--- src/rtl/rca_config_loader.sv ---
// Descriptor-driven loader: parses a header plus N entry words and issues each valid
// entry as one handshaked configuration write toward the selected RCA's config storage.
module rca_config_loader #(
    parameter int NUM_RCAS        = 2,
    parameter int NUM_READ_PORTS  = 5,
    parameter int NUM_WRITE_PORTS = 2,
    localparam int RCA_SEL_W      = (NUM_RCAS > 1) ? $clog2(NUM_RCAS) : 1
) (
    input  logic                 clk,
    input  logic                 rst_n,
    input  logic                 start,
    input  logic                 abort,
    input  logic                 desc_valid,
    output logic                 desc_ready,
    input  logic [31:0]          desc_data,
    output logic                 cfg_valid,
    input  logic                 cfg_ready,
    output logic [2:0]           cfg_kind,
    output logic [RCA_SEL_W-1:0] cfg_rca_sel,
    output logic [12:0]          cfg_addr,
    output logic [15:0]          cfg_data,
    output logic                 busy,
    output logic                 done,
    output logic                 err,
    output logic [7:0]           entries_issued
);

    typedef enum logic [2:0] {
        IDLE   = 3'd0,
        HEADER = 3'd1,
        ENTRY  = 3'd2,
        ISSUE  = 3'd3,
        DONE   = 3'd4
    } state_t;

    localparam logic [2:0]  KIND_SRC_REG  = 3'd0;
    localparam logic [2:0]  KIND_DEST_REG = 3'd1;
    localparam logic [7:0]  HDR_MAGIC     = 8'hA5;
    localparam logic [13:0] READ_LIM      = 14'(NUM_READ_PORTS);
    localparam logic [13:0] WRITE_LIM     = 14'(NUM_WRITE_PORTS);

    state_t                 r_state;
    logic                   r_desc_ready;
    logic                   r_cfg_valid;
    logic [2:0]             r_cfg_kind;
    logic [RCA_SEL_W-1:0]   r_cfg_rca_sel;
    logic [12:0]            r_cfg_addr;
    logic [15:0]            r_cfg_data;
    logic                   r_busy;
    logic                   r_done;
    logic                   r_err;
    logic [7:0]             r_issued;
    logic [7:0]             r_remain;

    logic [2:0]             w_kind;
    logic [12:0]            w_addr;
    logic [15:0]            w_data;
    logic [7:0]             w_hdr_count;
    logic [RCA_SEL_W-1:0]   w_hdr_sel;
    logic                   w_hdr_ok;
    logic                   w_entry_bad;
    logic                   w_desc_fire;
    logic                   w_last;
    logic                   w_unused_hdr;

    assign w_kind      = desc_data[31:29];
    assign w_addr      = desc_data[28:16];
    assign w_data      = desc_data[15:0];
    assign w_hdr_count = desc_data[7:0];
    assign w_hdr_sel   = desc_data[8 +: RCA_SEL_W];
    assign w_hdr_ok    = (desc_data[31:24] == HDR_MAGIC);
    assign w_unused_hdr = ^{desc_data[23:16], desc_data[15:8]};

    assign w_entry_bad = (w_kind == 3'd6) || (w_kind == 3'd7)
                      || ((w_kind == KIND_SRC_REG)  && ({1'b0, w_addr} >= READ_LIM))
                      || ((w_kind == KIND_DEST_REG) && ({1'b0, w_addr} >= WRITE_LIM));

    // desc_ready is a register, so this handshake term never feeds an output combinationally
    assign w_desc_fire = desc_valid && r_desc_ready;
    assign w_last      = (r_remain == 8'd1);

    always_ff @(posedge clk or negedge rst_n) begin
        if (!rst_n) begin
            r_state       <= IDLE;
            r_desc_ready  <= 1'b0;
            r_cfg_valid   <= 1'b0;
            r_cfg_kind    <= '0;
            r_cfg_rca_sel <= '0;
            r_cfg_addr    <= '0;
            r_cfg_data    <= '0;
            r_busy        <= 1'b0;
            r_done        <= 1'b0;
            r_err         <= 1'b0;
            r_issued      <= '0;
            r_remain      <= '0;
        end else if (r_state == IDLE) begin
            r_done <= 1'b0;
            if (start && !abort) begin
                r_state      <= HEADER;
                r_busy       <= 1'b1;
                r_desc_ready <= 1'b1;
                r_err        <= 1'b0;
                r_issued     <= '0;
            end
        end else if (abort) begin
            // err and the issued count deliberately survive an abort
            r_state      <= IDLE;
            r_busy       <= 1'b0;
            r_desc_ready <= 1'b0;
            r_cfg_valid  <= 1'b0;
            r_done       <= 1'b0;
        end else begin
            case (r_state)
                HEADER: begin
                    if (w_desc_fire) begin
                        if (!w_hdr_ok) begin
                            r_err        <= 1'b1;
                            r_state      <= DONE;
                            r_desc_ready <= 1'b0;
                            r_done       <= 1'b1;
                        end else begin
                            r_cfg_rca_sel <= w_hdr_sel;
                            r_remain      <= w_hdr_count;
                            if (w_hdr_count == 8'd0) begin
                                r_state      <= DONE;
                                r_desc_ready <= 1'b0;
                                r_done       <= 1'b1;
                            end else begin
                                r_state <= ENTRY;
                            end
                        end
                    end
                end
                ENTRY: begin
                    if (w_desc_fire) begin
                        if (w_entry_bad) begin
                            r_err    <= 1'b1;
                            r_remain <= r_remain - 8'd1;
                            if (w_last) begin
                                r_state      <= DONE;
                                r_desc_ready <= 1'b0;
                                r_done       <= 1'b1;
                            end
                        end else begin
                            r_cfg_kind   <= w_kind;
                            r_cfg_addr   <= w_addr;
                            r_cfg_data   <= w_data;
                            r_cfg_valid  <= 1'b1;
                            r_desc_ready <= 1'b0;
                            r_state      <= ISSUE;
                        end
                    end
                end
                ISSUE: begin
                    if (cfg_ready) begin
                        r_cfg_valid <= 1'b0;
                        r_remain    <= r_remain - 8'd1;
                        if (r_issued != 8'hFF) begin
                            r_issued <= r_issued + 8'd1;
                        end
                        if (w_last) begin
                            r_state <= DONE;
                            r_done  <= 1'b1;
                        end else begin
                            r_state      <= ENTRY;
                            r_desc_ready <= 1'b1;
                        end
                    end
                end
                DONE: begin
                    r_state <= IDLE;
                    r_busy  <= 1'b0;
                    r_done  <= 1'b0;
                end
                default: begin
                    r_state      <= IDLE;
                    r_busy       <= 1'b0;
                    r_desc_ready <= 1'b0;
                    r_cfg_valid  <= 1'b0;
                    r_done       <= 1'b0;
                end
            endcase
        end
    end

    assign desc_ready     = r_desc_ready;
    assign cfg_valid      = r_cfg_valid;
    assign cfg_kind       = r_cfg_kind;
    assign cfg_rca_sel    = r_cfg_rca_sel;
    assign cfg_addr       = r_cfg_addr;
    assign cfg_data       = r_cfg_data;
    assign busy           = r_busy;
    assign done           = r_done;
    assign err            = r_err;
    assign entries_issued = r_issued;

endmodule

--- config.mk ---
export PLATFORM = sky130hd
export DESIGN_NAME = rca_config_loader
export DESIGN_NICKNAME = d
export VERILOG_FILES = /design/src/rtl/rca_config_loader.sv
export SDC_FILE = /design/constraint.sdc
export NUM_CORES = 1
export LEC_CHECK = 0
export CORE_MARGIN = 5
export CORE_UTILIZATION = 43
export DETAILED_ROUTE_END_ITERATION = 16
export GPL_TIMING_DRIVEN = 1
export HOLD_SLACK_MARGIN = 0.12
export PLACE_DENSITY = 0.81
export SETUP_SLACK_MARGIN = 0.4
export SLEW_MARGIN = 20
export SYNTH_ARGS = -nofsm -noshare
export SYNTH_HDL_FRONTEND = slang
export SYNTH_SLANG_ARGS = --single-unit
export TNS_END_PERCENT = 10
--- constraint.sdc ---
create_clock -name clk -period 2.02 [get_ports clk]
set_clock_uncertainty 0.15 [all_clocks]
set_input_delay 0.404 -clock clk [delete_from_list [all_inputs] [get_ports clk]]
set_output_delay 0.404 -clock clk [all_outputs]
set_load 0.05 [all_outputs]
**Word-level counts from Yosys, hierarchy flattened**

Index checks and enable logic that the tools add are counted.
W data, S select, Z words.

- Multipliers: 0
- Shift operators: 0
- Reductions and logical operators: 28
- $add $sub $neg: 2
- Divide/modulo/power cells: 0
- Muxes and demuxes: 62
- Bitwise gates (word level): 3
- $lt $le $gt $ge: 2
- Equal/unequal tests: 34

Operators by type and width:

| cell | count |
|---|---|
| $mux W8 | 11 |
| $mux W1 | 34 |
| $mux W3 | 11 |
| $reduce_and A5 Y1 | 6 |
| $ne A3 B3 Y1 const B | 8 |
| $pmux W8 S3 | 1 |
| $ne A4 B4 Y1 const B | 5 |
| $reduce_and A8 Y1 | 2 |
| $ge A13 B2 Y1 const B | 1 |
| $ge A13 B3 Y1 const B | 1 |
| $ne A2 B2 Y1 const B | 5 |
| $ne A5 B5 Y1 const B | 2 |
| $eq A3 B3 Y1 const B | 3 |
| $pmux W3 S3 | 1 |
| $add A8 B1 Y8 const B | 1 |
| $eq A8 B1 Y1 const B | 1 |
| $eq A8 B8 Y1 const B | 1 |
| $logic_not A8 Y1 | 1 |
| $ne A8 B8 Y1 const B | 1 |
| $sub A8 B1 Y8 const B | 1 |
| $reduce_and A7 Y1 | 1 |
| $eq A3 B1 Y1 const B | 2 |
| $eq A3 B2 Y1 const B | 2 |
| $logic_not A3 Y1 | 2 |
| 14 further kinds | 27 |

- Input port bits: 38
- Bits in latches: 0
- Bits in registers: 57
- Memories kept: 0
- RAM bits: 0
- Bits in read-only memories: 0
- Output and inout bits: 46

**Depth between registers and ports, before layout**

- Depth in word-level cells: 9
- Gate-level depth with buffers: 8
- Gate-level depth less buffers: 7

**Least setup slack after synthesis**

Ideal clock, no wire load.

- Kind: reg2reg
- From: register r_issued[0], in the netlist entries_issued[0]
- To: register r_issued[5], in the netlist entries_issued[5]
- Arrival time: 1.888 ns
- Setup slack: -0.149 ns
- Cell stages (with the launch flop): 8
- Buffers on the path: 1
- Path through: dfrtp_1 ha_1 and3_1 a31oi_1 clkbuf_1 o2111ai_1 xor2_1 nor2_1

- Cells in the longest elaborated chain, start to end: 6
- Elaborated cells between the ends (all ways): 9

Ends and longest elaborated chain:

| item | RTL line | source |
|---|---|---|
| from (decl) | 52 | `logic [7:0] r_issued;` |
| from (signal assigned) | 159 | `r_issued <= r_issued + 8'd1;` |
| $add A8 B1 Y8 | 159 |  |
| $mux W8 | 158 | `if (r_issued != 8'hFF) begin` |
| $mux W8 | 155 | `if (cfg_ready) begin` |
| $mux W8 | 113 | `case (r_state)` |
| $mux W8 | 105 | `end else if (abort) begin` |
| $mux W8 | 96 | `end else if (r_state == IDLE) begin` |

Several ways; a longest one is shown, not always the timed one. The select of a mux whose other input is x is not followed.
A chain may end at the register's enable or synchronous reset.

**Worst setup path in the final report**

- From: register r_remain[0]
- To: register r_state[1]

- Cells in the longest elaborated chain, start to end: 6
- Elaborated cells between the ends (all ways): 8

Ends and longest elaborated chain:

| item | RTL line | source |
|---|---|---|
| from (decl) | 53 | `logic [7:0] r_remain;` |
| from (signal assigned) | 123 | `r_remain <= w_hdr_count;` |
| from (signal assigned) | 138 | `r_remain <= r_remain - 8'd1;` |
| from (signal assigned) | 157 | `r_remain <= r_remain - 8'd1;` |
| $eq A8 B1 Y1 (*) | 80 | `assign w_last = (r_remain == 8'd1);` |
| $mux W3 | 161 | `if (w_last) begin` |
| $mux W3 | 155 |  |
| $pmux W3 S3 | 113 |  |
| $mux W3 | 105 |  |
| $mux W3 | 96 |  |
| to (signal assigned) | 99 | `r_state <= HEADER;` |
| to (signal assigned) | 107 | `r_state <= IDLE;` |
| to (signal assigned) | 118 | `r_state <= DONE;` |
| to (decl) | 42 | `state_t r_state;` |

Every way passes the cells marked *; elsewhere a longest branch is shown, timed or not. The select of a mux whose other input is x is not followed.

==> metrics.cfg <==
[clocking]
clkTransAtPathRegs_ns=0.07
cts-root-buf=clkbuf_8
cts_num_sinks=57
insertion_delay_ns=0.35
cts_tree=built
cts_htree_levels=3
clk_path_buf_depth=2
cts_buffers=9

[layout]
num-nets-final=467
regArea_um2=1438
drive_gt1_frac=0.5731
fillCellCount=359
final_util=0.7613
multiInputGateArea_um2=1814
layout-area-overhead-vs-synth_pct=71.54
antenna_cells=0

[route]
drt_pre_antenna_iters=6
finalWirelength_um=10760
viasPerCell=5.803
vias=3058
drt_iter0_drc=214
wl_per_cell_um=20.43
drc=0
detail-route-antenna-nets=0

[grt]
grt_pass1_wl_um=13990
grt_max_degree=26
grt.overflow.total=0
grt_pass1_vias=2762
antenna_found_initial=0
grtUsageTotal=0.2046

[logic_synthesis]
synth_top_area_cell=dfrtp_1
yosysTopAreaCellShare=0.4730
ys.flop_type=dfrtp_1
synth.most_common_cell=dfrtp_1
seq_area_frac_synth=0.4730
synth_warnings=0
synth.avg_cell_area_um2=11.34
syn_inst=266
synth_edf_count=0
synth_nets=307
synthTopCellsByArea=dfrtp_1, mux2_4, nor2_1, a21oi_1, buf_12
synth_cell_types=56
synth_commonest_cells=dfrtp_1, mux2_4, nor2_1, a21oi_1, nand2_1
synth_seq_cells=57
syn_area_um2=3015
async_reset_ff_frac=1.000

[die]
die_area_um2=8787
core_um2=6794
die_w_um=93.74
fp.dieH_um=93.74
io_pins=84
start_util=0.4438
rows=30

[pwr]
p_total_w=0.004731
p_clk_frac=0.300
vdd_drop_max_uv=658.9
p_comb_frac=0.397
power_leakage_nw=2.544
p_int_w=0.003074
switching_share=0.3502
power_density_nw_per_um2=914.7
p_sw_w=0.001657
pwr-share-seq=0.304

[status]
status=complete, no violations

[timing]
rsz0062_at_grt=true
min_period_ns=1.987
relSlewSlack=0.6650
finalSetupViolCount=0
fin_crit_sh=0.9837
worst_slack_ns=0.03287
hold_viol_final=0
totalNegativeSetupSlack_ns=0
slew_viol_final=0
max_freq_ghz=0.5032
worst_slew_pin_slew_ns=0.5025

[critical_path]
slowest_delay_ns=0.41
path_max_fanout=4
crit_required_ns=2.17
worst_setup_path_start_kind=flop
critical_path_class=flop to flop
crit_slowest_cell=dfrtp_1
crit_cells=6
r2r.worst_path.cells=6
critPathArrivalTime_ns=2.13
cp-end-kind=flop
critPathTopFamily=simple AND/OR/NAND/NOR gates
path_cells=ha_1 > and4b_2 > buf_4 > or3_1 > a311oi_2 > a21o_1
path_buf_inv=1

[run]
maxCapViolCount=0

[hold_path]
hold_depth=2
hold_class=input port to flop

[placed_design]
dp_slack_ns=-0.7318
hpwl_um=6162
place.gp.congestion=0.8604
io_buffer_count=83

==> final timing paths <==
path / from / endpoint / slack (ns)
worst min-delay path: desc_data[16] / cfg_addr[0]$_DFFE_PN0P_ / 0.12
worst max register to register: r_remain[0]$_DFFE_PN0P_ / r_state[1]$_DFFE_PN0P_ / 0.03
worst max-delay path: r_remain[0]$_DFFE_PN0P_ / r_state[1]$_DFFE_PN0P_ / 0.03
worst min register to register: done$_DFFE_PN0P_ / done$_DFFE_PN0P_ / 0.34
max in group asynchronous: rst_n / cfg_addr[7]$_DFFE_PN0P_ / 0.70
min in group asynchronous: rst_n / entries_issued[1]$_DFFE_PN0P_ / 0.43
==> per-stage QoR <==
step | cell area, um2 | hold WS, ns | instances
6_report | 5172 | 0.1231 | 527
5_1_grt | 5172 | 0.1224 | 527
4_1_cts | 4644 | 0.1504 | 508
3_5_place_dp | 4210 | 0.2490 | 482
3_3_place_gp | 4210 | 0.2384 | 482
2_1_floorplan | 3077 | -0.04159 | 266
==> area by class of cell <==
class | instances | area share
Tap cell | 96 | 0.02322
Clock buffer | 12 | 0.03193
Multi-Input combinational cell | 191 | 0.3507
Clock inverter | 4 | 0.01887
Sequential cell | 57 | 0.2779
Timing Repair Buffer | 163 | 0.2944
Inverter | 4 | 0.002903
==> registers in the layout, indices dropped and copies added (netlist names) <==
register,count
cfg_data,16
cfg_addr,13
entries_issued,8
r_remain,8
cfg_kind,3
r_state,3
busy,1
cfg_rca_sel,1
cfg_valid,1
desc_ready,1
done,1
err,1
==> cells by family after synthesis <==
| group | Yosys count | synth area share |
|---|---|---|
| mux | 35 | 0.1676 |
| simple gates | 83 | 0.1427 |
| xor+xnor | 6 | 0.01743 |
| fa+ha+maj | 3 | 0.01245 |
| compound gates | 64 | 0.1448 |
| flops | 57 | 0.4730 |
| buf+inv | 18 | 0.04191 |
==> layer usage <==
| layer | up-vias | GRT usage | routed length, um | share of wire |
|---|---|---|---|---|
| met3 | 40 | 0.04968 | 847 | 0.079 |
| met4 | 0 | 0.07220 | 388 | 0.036 |
| li1 | 1318 | - | - | - |
| met1 | 1499 | 0.2598 | 4186 | 0.39 |
| met2 | 201 | 0.3389 | 5342 | 0.50 |
| met5 | - | 0 | 0 | 0 |
==> power groups by stage <==
stage                     clock network (W)  logic [W]  registers (W)
after global routing                0.00148    0.00198        0.00145
after CTS                           0.00143    0.00149        0.00140
final                               0.00142    0.00188        0.00144
after floorplan                           0   0.000607        0.00160
after global placement                    0    0.00141        0.00141
after detailed placement                  0    0.00144        0.00141
==> timing repair <==
| item | 4_1_cts | 5_1_grt |
|---|---|---|
| endpoints found under the hold margin | 18 | 0 |
| hold buffers | 1 | 0 |
| resized for setup | 65 | 106 |
| buffers inserted | 6 | 18 |
| setup endpoints to repair | 56 | 57 |
| cloned | 3 | 1 |
| pin swaps | 14 | 36 |
==> cell usage in the layout (no fill, tap or decap), types with 5 or more instances in the layout <==
cell             netlist  final
dfrtp_2                0      9
buf_4                  0     97
nand2_1               12      8
nor2_1                24     19
buf_8                  0      7
clkbuf_8               0     12
nand4_1                5      5
clkbuf_2               0      6
clkdlybuf4s50_1        0     18
mux2_4                30     31
dfrtp_1               57     48
a21oi_1               17     17
buf_6                  1     21
nand3_1                8      5
==> worst reg2reg max path: stages (launching register included) <==
cell and delay (ns):
dfrtp_1 0.41, ha_1 0.21, and4b_2 0.25, buf_4 0.16
or3_1 0.34, a311oi_2 0.30, a21o_1 0.11
Note: power is estimated with default switching activity, not from simulation.
